==> config.mk <==
export PLATFORM = sky130hd
export DESIGN_NAME = i2c_target_rx
export DESIGN_NICKNAME = d
export VERILOG_FILES = /design/src/rtl/i2c_target_rx.sv
export SDC_FILE = /design/constraint.sdc
export NUM_CORES = 1
export LEC_CHECK = 0
export BUFFER_PORTS_ARGS = -buffer_cell sky130_fd_sc_hd__buf_4
export CAP_MARGIN = 0
export CORE_ASPECT_RATIO = 1.4
export CORE_MARGIN = 4
export CORE_UTILIZATION = 25
export DETAILED_ROUTE_END_ITERATION = 6
export SLEW_MARGIN = 20
export SYNTH_ARGS = -nofsm -noshare
export SYNTH_HDL_FRONTEND = slang
export SYNTH_SLANG_ARGS = --single-unit
==> constraint.sdc <==
create_clock -name clk -period 2.9 [get_ports clk]
set_clock_uncertainty 0.15 [all_clocks]
set_input_delay 0.435 -clock clk [delete_from_list [all_inputs] [get_ports clk]]
set_output_delay 0.435 -clock clk [all_outputs]
set_load 0.01 [all_outputs]
==> src/rtl/i2c_target_rx.sv <==
// Write-only I2C target: receives bytes addressed to OWN_ADDR into a small FIFO.
// Reads are NACKed; a full FIFO NACKs the byte and flags overflow.
module i2c_target_rx #(
    parameter logic [6:0] OWN_ADDR    = 7'h42,
    parameter int         FIFO_DEPTH  = 4,
    parameter int         SYNC_STAGES = 2
) (
    input  logic       clk,
    input  logic       rst,
    input  logic       scl_i,
    input  logic       sda_i,
    output logic       sda_oe,
    output logic [7:0] rx_data,
    output logic       rx_first,
    output logic       rx_valid,
    input  logic       rx_ready,
    output logic       stop_det,
    output logic       overflow,
    input  logic       ovf_clr,
    output logic       busy
);

    // state      | meaning
    // S_IDLE     | bus free or not yet framed; wait for START
    // S_ADDR     | shifting in address + R/W bit
    // S_ADDR_ACK | decide match; ACK on the 9th clock if matched
    // S_DATA     | shifting in a data byte
    // S_DATA_ACK | push byte (or NACK on full); ACK on the 9th clock
    // S_IGNORE   | not for us / overflowed; wait for START or STOP
    typedef enum logic [2:0] {
        S_IDLE,
        S_ADDR,
        S_ADDR_ACK,
        S_DATA,
        S_DATA_ACK,
        S_IGNORE
    } state_t;

    localparam int            AW       = $clog2(FIFO_DEPTH);
    localparam logic [AW:0]   FULL_CNT = (AW+1)'(FIFO_DEPTH);

    localparam logic [1:0] PH_DECIDE = 2'd0;
    localparam logic [1:0] PH_WAIT   = 2'd1;
    localparam logic [1:0] PH_DRIVE  = 2'd2;

    logic [SYNC_STAGES-1:0] scl_sync_q, sda_sync_q;
    logic                   scl_dly_q, sda_dly_q;
    logic                   s_scl, s_sda;
    logic                   scl_rise, scl_fall, start_ev, stop_ev;

    always_ff @(posedge clk or posedge rst) begin
        if (rst) begin
            scl_sync_q <= '1;
            sda_sync_q <= '1;
            scl_dly_q  <= 1'b1;
            sda_dly_q  <= 1'b1;
        end else begin
            scl_sync_q <= {scl_sync_q[SYNC_STAGES-2:0], scl_i};
            sda_sync_q <= {sda_sync_q[SYNC_STAGES-2:0], sda_i};
            scl_dly_q  <= s_scl;
            sda_dly_q  <= s_sda;
        end
    end

    assign s_scl    = scl_sync_q[SYNC_STAGES-1];
    assign s_sda    = sda_sync_q[SYNC_STAGES-1];
    assign scl_rise = s_scl & ~scl_dly_q;
    assign scl_fall = ~s_scl & scl_dly_q;
    assign start_ev = s_scl & sda_dly_q & ~s_sda;
    assign stop_ev  = s_scl & ~sda_dly_q & s_sda;

    state_t      state_q, state_d;
    logic [2:0]  cnt_q, cnt_d;
    logic [7:0]  shift_q, shift_d;
    logic [1:0]  phase_q, phase_d;
    logic        busy_q, busy_d;
    logic        first_q, first_d;
    logic        sda_oe_q, sda_oe_d;
    logic        stop_q, stop_d;
    logic        ovf_q;
    logic        push, pop, ovf_set, full, addr_match;

    logic [8:0]    mem_q [FIFO_DEPTH];
    logic [AW-1:0] wptr_q, rptr_q;
    logic [AW:0]   count_q;

    assign full       = (count_q == FULL_CNT);
    assign addr_match = (shift_q[7:1] == OWN_ADDR) && !shift_q[0];

    always_ff @(posedge clk or posedge rst) begin
        if (rst) begin
            state_q  <= S_IDLE;
            cnt_q    <= 3'd7;
            shift_q  <= 8'h00;
            phase_q  <= PH_DECIDE;
            busy_q   <= 1'b0;
            first_q  <= 1'b0;
            sda_oe_q <= 1'b0;
            stop_q   <= 1'b0;
        end else begin
            state_q  <= state_d;
            cnt_q    <= cnt_d;
            shift_q  <= shift_d;
            phase_q  <= phase_d;
            busy_q   <= busy_d;
            first_q  <= first_d;
            sda_oe_q <= sda_oe_d;
            stop_q   <= stop_d;
        end
    end

    always_comb begin
        state_d  = state_q;
        cnt_d    = cnt_q;
        shift_d  = shift_q;
        phase_d  = phase_q;
        busy_d   = busy_q;
        first_d  = first_q;
        sda_oe_d = sda_oe_q;
        stop_d   = 1'b0;
        push     = 1'b0;
        ovf_set  = 1'b0;

        if (start_ev) begin
            state_d  = S_ADDR;
            cnt_d    = 3'd7;
            shift_d  = 8'h00;
            phase_d  = PH_DECIDE;
            busy_d   = 1'b0;
            sda_oe_d = 1'b0;
        end else if (stop_ev) begin
            state_d  = S_IDLE;
            phase_d  = PH_DECIDE;
            busy_d   = 1'b0;
            sda_oe_d = 1'b0;
            stop_d   = busy_q;
        end else begin
            case (state_q)
                S_ADDR, S_DATA: begin
                    if (scl_rise) begin
                        shift_d = {shift_q[6:0], s_sda};
                        if (cnt_q == 3'd0) begin
                            state_d = (state_q == S_ADDR) ? S_ADDR_ACK : S_DATA_ACK;
                            phase_d = PH_DECIDE;
                        end else begin
                            cnt_d = cnt_q - 3'd1;
                        end
                    end
                end
                S_ADDR_ACK, S_DATA_ACK: begin
                    case (phase_q)
                        PH_DECIDE: begin
                            // Evaluated exactly once per byte, the cycle after the 8th rise.
                            if (state_q == S_ADDR_ACK) begin
                                if (addr_match) begin
                                    busy_d  = 1'b1;
                                    first_d = 1'b1;
                                end
                            end else if (!full) begin
                                push    = 1'b1;
                                first_d = 1'b0;
                            end else begin
                                ovf_set = 1'b1;
                            end
                            if ((state_q == S_ADDR_ACK) ? !addr_match : full) begin
                                state_d = S_IGNORE;
                            end else if (scl_fall) begin
                                phase_d  = PH_DRIVE;
                                sda_oe_d = 1'b1;
                            end else begin
                                phase_d = PH_WAIT;
                            end
                        end
                        PH_WAIT: begin
                            if (scl_fall) begin
                                phase_d  = PH_DRIVE;
                                sda_oe_d = 1'b1;
                            end
                        end
                        default: begin
                            if (scl_fall) begin
                                sda_oe_d = 1'b0;
                                phase_d  = PH_DECIDE;
                                state_d  = S_DATA;
                                cnt_d    = 3'd7;
                                shift_d  = 8'h00;
                            end
                        end
                    endcase
                end
                default: ;
            endcase
        end
    end

    assign pop = rx_valid & rx_ready;

    // Storage is not reset; the head is masked by rx_valid instead.
    always_ff @(posedge clk) begin
        if (push) mem_q[wptr_q] <= {first_q, shift_q};
    end

    always_ff @(posedge clk or posedge rst) begin
        if (rst) begin
            wptr_q  <= '0;
            rptr_q  <= '0;
            count_q <= '0;
            ovf_q   <= 1'b0;
        end else begin
            if (push) wptr_q <= wptr_q + 1'b1;
            if (pop)  rptr_q <= rptr_q + 1'b1;
            case ({push, pop})
                2'b10:   count_q <= count_q + 1'b1;
                2'b01:   count_q <= count_q - 1'b1;
                default: count_q <= count_q;
            endcase
            if (ovf_set)      ovf_q <= 1'b1;
            else if (ovf_clr) ovf_q <= 1'b0;
        end
    end

    assign rx_valid = (count_q != '0);
    assign rx_data  = rx_valid ? mem_q[rptr_q][7:0] : 8'h00;
    assign rx_first = rx_valid ? mem_q[rptr_q][8] : 1'b0;
    assign sda_oe   = sda_oe_q;
    assign stop_det = stop_q;
    assign overflow = ovf_q;
    assign busy     = busy_q;

endmodule

## Word-level counts from Yosys, hierarchy flattened

Memory sizes are Yosys's and may differ from the RTL's.
Index checks and enable logic that the tools add are counted.

| word-level totals | value |
|---|---|
| bits in registers | 34 |
| bits in writable memories | 36 |
| input port bits | 6 |
| output and inout port bits | 14 |
| logic and storage cells | 153 |
| memories | 1 |

Memories:

| name | depth | bits a word | rd ports | clocked after memory_dff | write ports | line | source |
|---|---|---|---|---|---|---|---|
| mem_q | 4 | 9 | 1 | 0 | 1 | 83 | `logic [8:0] mem_q [FIFO_DEPTH];` |

| operators by class | value |
|---|---|
| add/sub/neg operators | 5 |
| equality and inequality tests | 24 |
| mux-type cells | 69 |
| bitwise operators | 13 |
| reduce and logical (&&, ||, !) cells | 25 |

Operator list:

| kind | count |
|---|---|
| $mux 8 | 6 |
| $mux 3 | 13 |
| $mux 1 | 34 |
| $pmux 3 s2 | 4 |
| $reduce_and 6->1 | 4 |
| $ne 5x5->1 const B | 4 |
| $reduce_bool 3->1 | 6 |
| $mux 2 | 8 |
| $ne 4x4->1 const B | 4 |
| $pmux 8 s2 | 1 |
| $ne 3x3->1 const B | 4 |
| $pmux 2 s2 | 2 |
| $and 1x1->1 | 7 |
| $eq 7x7->1 const B | 1 |
| $eq 3x2->1 const B | 2 |
| $eq 3x3->1 const B | 2 |
| $not 1->1 | 6 |
| $reduce_or 2->1 | 3 |
| $sub 3x1->3 const B | 2 |
| $reduce_and 5->1 | 1 |
| $reduce_bool 5->1 | 1 |
| $add 2x1->2 const B | 2 |
| $eq 2x1->1 const B | 2 |
| $ne 2x2->1 const B | 2 |
| 13 further kinds | 15 |

## Logic depth before layout (Yosys ltp)

| logic depth | value |
|---|---|
| word-level depth | 9 |
| mapped depth | 12 |
| mapped depth without buffers | 11 |

## Worst setup path before layout

No wires, ideal clock.

| path | value |
|---|---|
| kind | reg2reg |
| from | register sda_sync_q[1] |
| to | register count_q[2] |
| library setup time | 0.079 ns |
| arrival time | 2.129 ns |
| required time | 2.671 ns |
| setup slack | 0.541 ns |
| stages on the path, launching flop included | 13 |
| path buffers | 1 |
| clock period less this slack | 2.359 ns |
| cells stage by stage | dfstp_2 -> buf_2 -> xor2_1 -> nand2_1 -> nand4_2 -> nor2_2 -> inv_1 -> ha_1 -> inv_1 -> fa_1 -> xor2_1 -> nor2_1 -> xor2_1 |

| on the way | value |
|---|---|
| cells in the longest elaborated chain, start to end | 5 |
| elaborated cells between the ends (all ways) | 9 |
| classes of those cells | eq/ne: 2; mux: 3; bitwise: 3; reduce/logical: 1 |

Ends and longest elaborated chain:

| item | line | source |
|---|---|---|
| start: declaration | 46 | `logic [SYNC_STAGES-1:0] scl_sync_q, sda_sync_q;` |
| start signal: assignment | 59 | `sda_sync_q <= {sda_sync_q[SYNC_STAGES-2:0], sda_i};` |
| $and 1x1->1 or $not 1->1 (tied branches) | 70, 69 |  |
| $mux 1 or $and 1x1->1 (tied branches) | 131, 69 |  |
| $mux 1 (*) | 124 | `if (start_ev) begin` |
| $eq 2x1->1 or $eq 2x2->1 (tied branches) | 212 | `case ({push, pop})` |
| $pmux 3 s2 or $reduce_bool 2->1 (tied branches) | -- |  |
| end signal: assignment | 213 | `2'b10: count_q <= count_q + 1'b1;` |
| end signal: assignment | 214 | `2'b01: count_q <= count_q - 1'b1;` |
| end signal: assignment | 215 | `default: count_q <= count_q;` |
| end: declaration | 85 | `logic [AW:0] count_q;` |

Mark *: on every way between the ends. The rest lies on a longest branch, timed or not.
A chain may end at the register's enable or synchronous reset.

## Worst setup path after layout

| path | value |
|---|---|
| from | register state_q[1] |
| to | register count_q[2] |

| on the way | value |
|---|---|
| cells in the longest elaborated chain, start to end | 8 |
| elaborated cells between the ends (all ways) | 12 |
| classes of those cells | eq/ne: 4; mux: 6; reduce/logical: 2 |

Ends and longest elaborated chain:

| item | line | source |
|---|---|---|
| start: declaration | 72 | `state_t state_q, state_d;` |
| start signal: assignment | 101 | `state_q <= state_d;` |
| $eq 3x2->1 | 138, 154 |  |
| $mux 1 | 154 | `if (state_q == S_ADDR_ACK) begin` |
| $mux 1 | 151 | `case (phase_q)` |
| $mux 1 (*) | 138 | `case (state_q)` |
| $mux 1 (*) | 131 | `end else if (stop_ev) begin` |
| $mux 1 (*) | 124 |  |
| $eq 2x1->1 or $eq 2x2->1 (tied branches) | 212 |  |
| $pmux 3 s2 or $reduce_bool 2->1 (tied branches) | -- |  |

Marks and branches as above.

==> run_results.csv <==
group,metric,value,unit
sta,max_clock_freq,0.397,GHz
power_and_ir_drop,p_per_area,1060,nW/um^2
worst_setup_path,timing.critical_path.buf_inv,2,
finish,insertedDiodeCount,0,
detailed_routing,drtIter0Drc,46,
detailed_routing,wl_per_cell,13.9,um
sta,setup_tns,0,ps
worst_setup_path,slowest_delay,420,ps
hold_path,hp-start,"scl_i",
worst_setup_path,r2r-end,"count_q[2]",
detailed_routing,remaining_drc_errors,0,
power_and_ir_drop,peakVddDrop,0.000393,V
synthesis,syn_inst,217,
clocking,clock-sinks,70,
clocking,h-tree-depth,3,
sta,slew_headroom,42.7,%
hold_path,hold_path.class,"in -> reg",
clocking,cts_buffers,9,
synthesis,ys.flop_type,"edfxtp_1",
clocking,clkTransAtPathRegs,60,ps
worst_setup_path,rrSetupSlack,380,ps
sta,min_period,2520,ps
detailed_routing,drtPass1Iterations,4,
sta,post-route-period-util,86.9,%
worst_setup_path,critPathTopFamily,"simple AND/OR/NAND/NOR gates",
hold_path,whs_path_depth,1,
place,port_buffers,19,
detailed_routing,drt-total-wl,5530,um
global_route,grt_overflow,0,
synthesis,synth.distinct_cells,54,
finish,drive_gt1_share,31.5,%
sta,tightest_slew,858,ps
place,dp_hpwl,3880,um
run,drv_cap,0,
die,start_util,25.6,%
global_route,antenna_found_initial,0,
worst_setup_path,cp_max_fo,8,
detailed_routing,vias,1770,
sta,finalHoldViolCount,0,
die,die_h,141,um
clocking,cts_tree,"yes",
worst_setup_path,path_cells,"or2b_1 > a21oi_4 > nand4_2 > nor2_2 > inv_1 > ha_1 > inv_1 > fa_1 > xor2_1 > nor2_1 > xor2_1",
detailed_routing,postRouteAntennaNets,0,
global_route,grt_pass1_vias,1839,
synthesis,syn-cell-area,3150,sq um
finish,num-nets-final,257,
sta,report.final.slew_viol_count,0,
die,ios,20,
place,gp_congestion,0.805,
synthesis,synth.net_count,231,
power_and_ir_drop,power_leakage,1.48,nW
global_route,track_usage,8.32,%
worst_setup_path,crit_path_start_kind,"flip-flop",
die,fp.dieArea,14500,sq um
clocking,cts_root_buffer,"clkbuf_16",
worst_setup_path,reg2regPathDepth,11,
clocking,clkLatencyLatePin,330,ps
worst_setup_path,cp_data_arrival_time,2590,ps
synthesis,postSynthRegisterBits,70,
place,dp_cells,382,
detailed_routing,routed_via_density,4.45,
worst_setup_path,crit_required,2970,ps
clocking,ctsResizeCount,0,
finish,stdcell_count,398,
synthesis,synth_edf_count,36,
die,row_count,48,
synthesis,async_flop_share,48.6,%
clocking,post_cts_buffers,0,
synthesis,ys_seq_area_share,61.7,%
worst_setup_path,r2r_start,"state_q[1]",
synthesis,synth_area_per_cell,14.5,sq um
global_route,grt_max_degree,23,
outcome,status,"finished clean",
die,die_x,103,um
worst_setup_path,crit_type,"reg -> reg",
clocking,hold_buffers,0,
sta,grt_setup_unrepaired,"false",
finish,syn_to_final_growth,20.4,%
worst_setup_path,crit_slowest_cell,"dfrtp_1",
clocking,cts_buffer_depth,2,
sta,setup_viol,0,
die,fp.coreArea,12300,sq um
hold_path,min_to,"scl_sync_q[0]",
synthesis,yosys_warnings,0,
worst_setup_path,cp-end-kind,"flip-flop",
global_route,grt_pass1_wl,9140,um
-- worst max path at each step --
stage	from	to	cells past startpoint	slack, ps
3_5_place_dp	state_q[1]	count_q[2]	11	360
5_1_grt	sda_sync_q[1]	count_q[2]	11	150
4_1_cts	state_q[1]	count_q[2]	11	360
3_3_place_gp	state_q[1]	count_q[2]	11	450
6_report	state_q[1]	count_q[2]	11	380
2_1_floorplan	sda_sync_q[1]	count_q[2]	12	540
-- cell usage after synthesis, types with 2 or more instances --
master	number	area (sq um)
a21o_2	2	17.5
a21oi_1	4	20.0
and2_1	15	93.8
and3_1	2	12.5
buf_2	3	15.0
clkbuf_1	3	11.3
dfrtp_1	25	626
dfstp_2	9	236
edfxtp_1	36	1080
ha_1	7	87.6
inv_1	12	45.0
mux2_2	3	33.8
mux2_4	2	30.0
mux2i_1	8	80.1
mux4_2	9	203
nand2_1	9	33.8
nand2b_1	2	12.5
nand2b_2	2	17.5
nor2_1	17	63.8
nor3b_1	2	15.0
nor4b_1	2	17.5
o21ai_0	3	15.0
o22ai_1	3	18.8
xnor2_1	4	35.0
xor2_1	4	35.0
-- per-stage QoR --
| step | hold WS [ps] | cell area, sq um | setup WS, ps | util (%) | total power [mW] |
|---|---|---|---|---|---|
| finish | 56.7 | 3790 | 378 | 30.8 | 4.03 |
| global route | 49.3 | 3790 | 154 | 30.8 | 4.28 |
| CTS | 45.2 | 3790 | 363 | 30.8 | 4.09 |
| detailed placement | 203 | 3460 | 364 | 28.1 | 2.88 |
| global placement | 198 | 3460 | 454 | 28.1 | 2.84 |
| floorplan | 195 | 3150 | 541 | - | 2.47 |
-- state kept, by name, summed over array words and instances, names as in the netlist, 3 cells and up --
| signal | count |
|---|---|
| state_q | 3 |
| count_q | 3 |
| mem_q | 36 |
| cnt_q | 3 |
| shift_q | 8 |
-- cells by family (layout without fill, tap and decap cells) --
| logic type | after synthesis | after routing | share of synthesized area [%] |
|---|---|---|---|
| AOI/OAI and AO/OA | 22 | 22 | 5.77 |
| adders and majority gates | 8 | 8 | 3.42 |
| and+or+nand+nor | 67 | 67 | 12.8 |
| buffers and inverters | 19 | 50 | 2.62 |
| xor gates and xnor gates | 8 | 8 | 2.23 |
| muxes | 23 | 23 | 11.4 |
| DFF | 70 | 70 | 61.7 |
-- power breakdown --
part / internal [mW] / switching, mW
Combinational: 0.684 / 0.613
Clock: 0.763 / 0.441
Sequential: 1.33 / 0.207
-- placed cells by master (no fill, tap or decap), types with 2 or more instances in the layout --
cell / count
edfxtp_1: 36
dfrtp_1: 25
buf_4: 22
nor2_1: 17
and2_1: 15
inv_1: 12
nand2_1: 9
mux4_2: 9
clkbuf_16: 9
dfstp_2: 9
mux2i_1: 8
ha_1: 7
xor2_1: 4
a21oi_1: 4
xnor2_1: 4
o22ai_1: 3
o21ai_0: 3
mux2_2: 3
inv_6: 3
nand2b_2: 2
a21o_2: 2
nand2b_1: 2
nor3b_1: 2
nor4b_1: 2
and3_1: 2
mux2_4: 2
bufinv_16: 2
-- final cells by class --
class | count | area [sq um]
multi-input cells | 128 | 1120
flip-flops and latches | 70 | 1940
inverters | 12 | 45.0
fillers | 1209 | 8520
repair buffers | 22 | 165
clock inverters | 7 | 103
well taps | 150 | 188
clock buffers | 9 | 225
-- layer usage --
| layer | part of all wire, % | routed length [um] | global-route usage, % |
|---|---|---|---|
| met5 | 0 | 0 | 0 |
| met4 | 2.5 | 138 | 3.96 |
| met3 | 3.7 | 203 | 2.67 |
| met2 | 51 | 2830 | 13.7 |
| met1 | 43 | 2360 | 9.67 |
Note: power is estimated with default switching activity, not from simulation.
